==> src/rtl/spi_pwm_pkg.sv <==
// Shared definitions for the SPI-PWM register bank: address map, default
// write-lock window and the write arbiter's state types.
package spi_pwm_pkg;

    localparam int ADDR_ID           = 0;
    localparam int ADDR_PWM_CTRL     = 1;
    localparam int ADDR_CYCLES_HIGH0 = 2;
    localparam int ADDR_CYCLES_HIGH1 = 3;
    localparam int ADDR_FREQ0        = 4;
    localparam int ADDR_FREQ1        = 5;
    localparam int ADDR_IODIR        = 6;
    localparam int ADDR_IOVALUE      = 7;

    // Timing registers cannot change under a running PWM generator
    localparam int LOCK_LO_DEFAULT = ADDR_CYCLES_HIGH0;
    localparam int LOCK_HI_DEFAULT = ADDR_FREQ1;

    typedef enum logic {
        ARB_IDLE,
        ARB_SERVE
    } arb_state_t;

    typedef enum logic {
        GRANT_A,
        GRANT_B
    } grant_t;

endpackage

==> src/rtl/spi_reg_arbiter_if.sv <==
// Write-request bus between the two SPI front-ends, the arbiter and the
// register bank; the arbiter uses the slave modport.
interface spi_reg_arbiter_if #(
    parameter int ADDR_W = 3,
    parameter int DATA_W = 8
);
    logic              a_valid;
    logic [ADDR_W-1:0] a_addr;
    logic [DATA_W-1:0] a_data;
    logic              a_ready;
    logic              a_ack;
    logic              a_err;

    logic              b_valid;
    logic [ADDR_W-1:0] b_addr;
    logic [DATA_W-1:0] b_data;
    logic              b_ready;
    logic              b_ack;
    logic              b_err;

    logic              pwm_active;

    logic              wr_en;
    logic [ADDR_W-1:0] wr_addr;
    logic [DATA_W-1:0] wr_data;

    modport slave (
        input  a_valid, a_addr, a_data, b_valid, b_addr, b_data, pwm_active,
        output a_ready, a_ack, a_err, b_ready, b_ack, b_err,
        output wr_en, wr_addr, wr_data
    );

    modport master (
        output a_valid, a_addr, a_data, b_valid, b_addr, b_data, pwm_active,
        input  a_ready, a_ack, a_err, b_ready, b_ack, b_err,
        input  wr_en, wr_addr, wr_data
    );
endinterface

==> src/rtl/spi_reg_arbiter_req_slot.sv <==
// One-entry write buffer for a single requester: captures on valid && ready,
// holds until granted. ready comes straight from the full flag (no bypass).
module req_slot #(
    parameter int ADDR_W = 3,
    parameter int DATA_W = 8
) (
    input  logic              clk,
    input  logic              rst_n,
    input  logic              valid,
    input  logic [ADDR_W-1:0] addr,
    input  logic [DATA_W-1:0] data,
    input  logic              grant,
    output logic              ready,
    output logic              full,
    output logic [ADDR_W-1:0] addr_q,
    output logic [DATA_W-1:0] data_q
);

    logic              full_reg;
    logic [ADDR_W-1:0] addr_reg;
    logic [DATA_W-1:0] data_reg;

    // grant only arrives while full and capture only while empty, so they never collide
    always_ff @(posedge clk or negedge rst_n) begin
        if (!rst_n) begin
            full_reg <= 1'b0;
            addr_reg <= '0;
            data_reg <= '0;
        end else if (grant) begin
            full_reg <= 1'b0;
        end else if (valid && !full_reg) begin
            full_reg <= 1'b1;
            addr_reg <= addr;
            data_reg <= data;
        end
    end

    assign ready  = !full_reg;
    assign full   = full_reg;
    assign addr_q = addr_reg;
    assign data_q = data_reg;

endmodule

==> src/rtl/spi_reg_arbiter.sv <==
// Round-robin write arbiter for the shared SPI-PWM register bank with
// ID-register and PWM-running write protection.
module spi_reg_arbiter
    import spi_pwm_pkg::*;
#(
    parameter int ADDR_W  = 3,
    parameter int DATA_W  = 8,
    parameter int LOCK_LO = LOCK_LO_DEFAULT,
    parameter int LOCK_HI = LOCK_HI_DEFAULT
) (
    input  logic              clk,
    input  logic              rst_n,
    spi_reg_arbiter_if.slave  bus
);

    localparam logic [ADDR_W-1:0] ID_ADDR = ADDR_W'(ADDR_ID);
    localparam logic [ADDR_W-1:0] LO_ADDR = ADDR_W'(LOCK_LO);
    localparam logic [ADDR_W-1:0] HI_ADDR = ADDR_W'(LOCK_HI);

    // Index 0 is requester A, index 1 is requester B
    logic [1:0]        req_valid;
    logic [ADDR_W-1:0] req_addr [2];
    logic [DATA_W-1:0] req_data [2];
    logic [1:0]        slot_ready;
    logic [1:0]        slot_full;
    logic [ADDR_W-1:0] slot_addr [2];
    logic [DATA_W-1:0] slot_data [2];
    logic [1:0]        grant;

    arb_state_t        state_reg;
    grant_t            last_grant_reg;

    logic              serve;
    logic [ADDR_W-1:0] sel_addr;
    logic [DATA_W-1:0] sel_data;
    logic              locked;
    logic              reject;
    logic              commit;
    logic              pending_next;

    assign req_valid   = {bus.b_valid, bus.a_valid};
    assign req_addr[0] = bus.a_addr;
    assign req_addr[1] = bus.b_addr;
    assign req_data[0] = bus.a_data;
    assign req_data[1] = bus.b_data;

    generate
        for (genvar gi = 0; gi < 2; gi++) begin : g_slot
            req_slot #(
                .ADDR_W (ADDR_W),
                .DATA_W (DATA_W)
            ) u_slot (
                .clk    (clk),
                .rst_n  (rst_n),
                .valid  (req_valid[gi]),
                .addr   (req_addr[gi]),
                .data   (req_data[gi]),
                .grant  (grant[gi]),
                .ready  (slot_ready[gi]),
                .full   (slot_full[gi]),
                .addr_q (slot_addr[gi]),
                .data_q (slot_data[gi])
            );
        end
    endgenerate

    // On a tie the requester not served last wins; last_grant resets to B
    assign serve    = (state_reg == ARB_SERVE);
    assign grant[0] = serve && slot_full[0] && (!slot_full[1] || last_grant_reg == GRANT_B);
    assign grant[1] = serve && slot_full[1] && !grant[0];

    assign sel_addr = grant[1] ? slot_addr[1] : slot_addr[0];
    assign sel_data = grant[1] ? slot_data[1] : slot_data[0];

    // pwm_active is looked at in the selection cycle, not when the write was buffered
    assign locked = bus.pwm_active && (sel_addr >= LO_ADDR) && (sel_addr <= HI_ADDR);
    assign reject = (sel_addr == ID_ADDR) || locked;
    assign commit = (|grant) && !reject;

    assign bus.wr_en   = commit;
    assign bus.wr_addr = commit ? sel_addr : '0;
    assign bus.wr_data = commit ? sel_data : '0;

    assign bus.a_ack   = grant[0] && !reject;
    assign bus.a_err   = grant[0] && reject;
    assign bus.b_ack   = grant[1] && !reject;
    assign bus.b_err   = grant[1] && reject;
    assign bus.a_ready = slot_ready[0];
    assign bus.b_ready = slot_ready[1];

    assign pending_next = |((slot_full & ~grant) | (req_valid & slot_ready));

    always_ff @(posedge clk or negedge rst_n) begin
        if (!rst_n) begin
            state_reg      <= ARB_IDLE;
            last_grant_reg <= GRANT_B;
        end else begin
            case (state_reg)
                ARB_IDLE:  if (pending_next)  state_reg <= ARB_SERVE;
                ARB_SERVE: if (!pending_next) state_reg <= ARB_IDLE;
                default:   state_reg <= ARB_IDLE;
            endcase
            if (|grant) begin
                last_grant_reg <= grant[1] ? GRANT_B : GRANT_A;
            end
        end
    end

endmodule

==> src/flat_wrapper.sv <==
// flat-port wrapper written by rule: the top's interface ports become plain ports
module spi_reg_arbiter_flat import spi_pwm_pkg::*;
#(
    parameter int ADDR_W  = 3,
    parameter int DATA_W  = 8,
    parameter int LOCK_LO = LOCK_LO_DEFAULT,
    parameter int LOCK_HI = LOCK_HI_DEFAULT
)
  (clk, rst_n, bus_a_valid, bus_a_addr, bus_a_data, bus_b_valid, bus_b_addr, bus_b_data, bus_pwm_active, bus_a_ready, bus_a_ack, bus_a_err, bus_b_ready, bus_b_ack, bus_b_err, bus_wr_en, bus_wr_addr, bus_wr_data);
  spi_reg_arbiter_if #(.ADDR_W(ADDR_W), .DATA_W(DATA_W)) bus_i ();
  input  logic clk;
  input  logic rst_n;
  input wire logic [$bits(bus_i.a_valid)-1:0] bus_a_valid;
  input wire logic [$bits(bus_i.a_addr)-1:0] bus_a_addr;
  input wire logic [$bits(bus_i.a_data)-1:0] bus_a_data;
  input wire logic [$bits(bus_i.b_valid)-1:0] bus_b_valid;
  input wire logic [$bits(bus_i.b_addr)-1:0] bus_b_addr;
  input wire logic [$bits(bus_i.b_data)-1:0] bus_b_data;
  input wire logic [$bits(bus_i.pwm_active)-1:0] bus_pwm_active;
  output wire logic [$bits(bus_i.a_ready)-1:0] bus_a_ready;
  output wire logic [$bits(bus_i.a_ack)-1:0] bus_a_ack;
  output wire logic [$bits(bus_i.a_err)-1:0] bus_a_err;
  output wire logic [$bits(bus_i.b_ready)-1:0] bus_b_ready;
  output wire logic [$bits(bus_i.b_ack)-1:0] bus_b_ack;
  output wire logic [$bits(bus_i.b_err)-1:0] bus_b_err;
  output wire logic [$bits(bus_i.wr_en)-1:0] bus_wr_en;
  output wire logic [$bits(bus_i.wr_addr)-1:0] bus_wr_addr;
  output wire logic [$bits(bus_i.wr_data)-1:0] bus_wr_data;
  assign bus_i.a_valid = bus_a_valid;
  assign bus_i.a_addr = bus_a_addr;
  assign bus_i.a_data = bus_a_data;
  assign bus_i.b_valid = bus_b_valid;
  assign bus_i.b_addr = bus_b_addr;
  assign bus_i.b_data = bus_b_data;
  assign bus_i.pwm_active = bus_pwm_active;
  assign bus_a_ready = bus_i.a_ready;
  assign bus_a_ack = bus_i.a_ack;
  assign bus_a_err = bus_i.a_err;
  assign bus_b_ready = bus_i.b_ready;
  assign bus_b_ack = bus_i.b_ack;
  assign bus_b_err = bus_i.b_err;
  assign bus_wr_en = bus_i.wr_en;
  assign bus_wr_addr = bus_i.wr_addr;
  assign bus_wr_data = bus_i.wr_data;
  spi_reg_arbiter #(.ADDR_W(ADDR_W), .DATA_W(DATA_W), .LOCK_LO(LOCK_LO), .LOCK_HI(LOCK_HI)) u_core (.clk(clk), .rst_n(rst_n), .bus(bus_i));
endmodule
==> config.mk <==
export PLATFORM = sky130hd
export DESIGN_NAME = spi_reg_arbiter_flat
export DESIGN_NICKNAME = d
export VERILOG_FILES = /design/src/rtl/spi_pwm_pkg.sv /design/src/rtl/spi_reg_arbiter_if.sv /design/src/rtl/spi_reg_arbiter_req_slot.sv /design/src/rtl/spi_reg_arbiter.sv /design/src/flat_wrapper.sv
export SDC_FILE = /design/constraint.sdc
export NUM_CORES = 1
export LEC_CHECK = 0
export CORE_MARGIN = 4
export CORE_UTILIZATION = 40
export DETAILED_ROUTE_END_ITERATION = 10
export GPL_TIMING_DRIVEN = 0
export PLACE_DENSITY = 0.75
export SYNTH_ARGS = -nofsm -noshare
export SYNTH_HDL_FRONTEND = slang
export SYNTH_SLANG_ARGS = --single-unit
==> constraint.sdc <==
create_clock -name clk -period 1.45 [get_ports clk]
set_input_delay 0.145 -clock clk [delete_from_list [all_inputs] [get_ports clk]]
set_output_delay 0.145 -clock clk [all_outputs]
set_load 0.05 [all_outputs]
==> results of run 1 <==
[cell usage after synthesis]
| cell | count | share of area (%) |
|---|---|---|
| nand2_1 | 4 | 1.2 |
| buf_6 | 2 | 1.7 |
| dfstp_2 | 1 | 2.0 |
| mux2_2 | 22 | 19 |
| nor3_1 | 10 | 3.9 |
| a211oi_1 | 2 | 1.2 |
| buf_2 | 2 | 0.77 |
| mux2i_1 | 10 | 7.7 |
| nand2_2 | 1 | 0.48 |
| a21oi_1 | 5 | 1.9 |
| xor2_1 | 2 | 1.4 |
| a32oi_1 | 1 | 0.68 |
| clkbuf_1 | 1 | 0.29 |
| and2b_1 | 1 | 0.58 |
| dfrtp_1 | 25 | 48 |
| o21ai_0 | 3 | 1.2 |
| buf_4 | 1 | 0.58 |
| mux2i_2 | 1 | 1.1 |
| nor2_1 | 6 | 1.7 |
| nand3_1 | 2 | 0.77 |
| a21o_1 | 1 | 0.58 |
| and2_1 | 2 | 0.97 |
| inv_1 | 3 | 0.87 |
| nor2b_1 | 2 | 0.97 |
[worst max-delay path, delay by kind of cell (launching register included)]
kind	cells	cell delay, ps
buffers and inverters	3	450
AOI/OAI and AO/OA	1	220
and+or+nand+nor	1	120
xor gates and xnor gates	1	200
DFF	1	480
muxes	1	130
[cell type report]
class	instances	area, µm²	area share, %
multi-input combinational	75	906	37.1
inverter	3	11.3	0.461
clock buffer	4	26.3	1.08
sequential	26	658	27.0
buffer	6	85.1	3.49
tap	44	55.1	2.26
timing repair buffer	66	699	28.7
[through the flow]
step	worst slack (ps)	setup TNS (ps)
floorplan	-222	-2640
global placement	-1120	-19390
detailed placement	-1160	-19770
CTS	-623	-8060
global route	-684	-12770
finish	-625	-11150
[path summary, 6_finish.rpt]
path                       slack, ps                           endpoint
max                             -620                     bus_wr_data[2]
min                               30  u_core.g_slot[1].u_slot.addr_q[0]
max reg2reg                     -240  u_core.g_slot[0].u_slot.data_q[7]
min reg2reg                      550  u_core.g_slot[0].u_slot.data_q[3]
max in group asynchronous        640       u_core.g_slot[0].u_slot.full
min in group clk                 420  u_core.g_slot[1].u_slot.addr_q[0]
[cell families after synthesis]
| kind of cell | after synthesis | share of synthesized area (%) |
|---|---|---|
| AOI/OAI and AO/OA | 12 | 5.51 |
| muxes | 33 | 27.9 |
| buffers and inverters | 9 | 4.26 |
| and+or+nand+nor | 28 | 10.5 |
| xor gates and xnor gates | 2 | 1.35 |
| DFF | 26 | 50.4 |
[metal layers]
layer / GRT usage (%) / part of all wire (%) / wire, µm
met3: 3.47 / 6.7 / 285
met5: 0 / 0 / 0
met4: 6.86 / 0.80 / 34
met2: 33.8 / 53 / 2250
met1: 23.0 / 39 / 1670
[timing repair]
| item | in CTS | in global routing |
|---|---|---|
| pin swaps | 7 | 3 |
| buffers inserted | 12 | 7 |
| gates resized for setup | 154 | 33 |
| setup endpoints to repair | 28 | 42 |
| gates cloned | 2 | 1 |
==> results.tsv, run 1 <==
stage	metric	value	unit
placed_design	hpwlAfterDp	2300	µm
logic_synthesis	synthCells	110	
critical_path	reg2reg_from	u_core.g_slot[0].u_slot.full	
critical_path	cp.required	1310	ps
grt	grt_pass1_vias	1289	
critical_path	slowest_stage	dfrtp_1	
timing	fin_crit	2070	ps
layout	num-fill-cells	194	
critical_path	worstSetupPathType	reg2out	
timing	rsz0062_at_grt	true	
timing	finalSetupViolCount	27	
layout	final_cell_mix	27 x buf_6, 25 x clkdlybuf4s50_1, 20 x dfrtp_1	
placed_design	gp_congestion	0.852	
critical_path	cp-end-kind	output pin	
clock_tree	clk_latency	320	ps
layout	drive_gt1_share	61.7	%
drt	drt-pass1-iter-count	4	
drt	dr_total_vias	1165	
die	die_area	4210	µm²
clock_tree	clk_pin_slew	140	ps
logic_synthesis	syn_nets	137	
drt	ant_nets	0	
drt	wire_per_inst	18.9	µm
logic_synthesis	synth-seq-area-share	50.4	%
critical_path	crit_path_max_incr_delay	480	ps
die	fp-row-count	20	
critical_path	start_kind	register	
clock_tree	htreeDepth	1	
layout	syn_to_final_growth	88.7	%
critical_path	arrival	1930	ps
drt	drtIter0Drc	42	
timing	worstMarginPinSlew	1170	ps
layout	layout_commonest_cell	buf_6	
clock_tree	cts-root-buf	clkbuf_4	
grt	grt_pass1_wl	6210	µm
timing	timing.final.crit_share	143	%
placed_design	io_buffers	44	
die	dieWidth	64.9	µm
clock_tree	clk_path_buf_depth	2	
layout	design_area	2440	µm²
logic_synthesis	netlist_area	1290	µm²
placed_design	placed_cell_area	1950	µm²
layout	final_cells	224	
logic_synthesis	synth.avg_cell_area	11.8	µm²
die	ios	45	
clock_tree	postCtsHoldBufs	0	
clock_tree	tritoncts	done	
timing	skew	8.98	ps
timing	slew_headroom	22.2	%
job	maxCapViolCount	0	
critical_path	crit_top_cell	buf_6	
layout	antenna_cells	0	
drt	vias_per_cell	5.20	
logic_synthesis	ys_ff_latch	26	
grt	gr-total-overflow	0	
drt	routed_wirelength	4230	µm
clock_tree	cts_num_sinks	26	
timing	drv_slew	0	
die	initial_core_util	42.0	%
logic_synthesis	synth_cell_types	24	
timing	fmaxAchievable	482	MHz
grt	antenna_found_initial	0	
critical_path	crit_path_cell_trace	xor2_1 > a21oi_2 > mux2i_4 > buf_6 > buf_12 > nor3_4 > buf_6	
grt	grt_max_degree	27	
critical_path	crit_start	u_core.g_slot[0].u_slot.addr_q[2]	
run_status	status	complete, but fails checks	
layout	largest_reg_flops	16	
critical_path	cp_max_fo	4	
layout	fin_util	79.3	%
placed_design	dp_cells	198	
clock_tree	cts_buffers	3	
timing	fin_ws	-625	ps
timing	hold_violations	0	
die	dieHeight	64.9	µm
timing	whs	33.0	ps
die	core	3080	µm²
grt	track_usage	19.1	%
drt	drcViolationCount	0	
critical_path	ff2ff_path_depth	7	
logic_synthesis	synth_warnings	0	
layout	nets	208	
min_path	hp-class	in2async	
run_status	violations	setup timing	
Power of run 1 is not shown: default switching activity piles up to over one toggle a cycle in this logic, so the estimate is an artifact.
==> run 2: changes to the inputs <==
--- a/config.mk
+++ b/config.mk
@@ -9,6 +9,7 @@
 export CORE_UTILIZATION = 40
 export DETAILED_ROUTE_END_ITERATION = 10
 export GPL_TIMING_DRIVEN = 0
+export HOLD_SLACK_MARGIN = 0.02
 export PLACE_DENSITY = 0.75
 export SYNTH_ARGS = -nofsm -noshare
 export SYNTH_HDL_FRONTEND = slang
==> results of run 2 <==
Final layout, timing and power as in run 1 (identical DEF).
Power of run 2 is left out for the same reason.
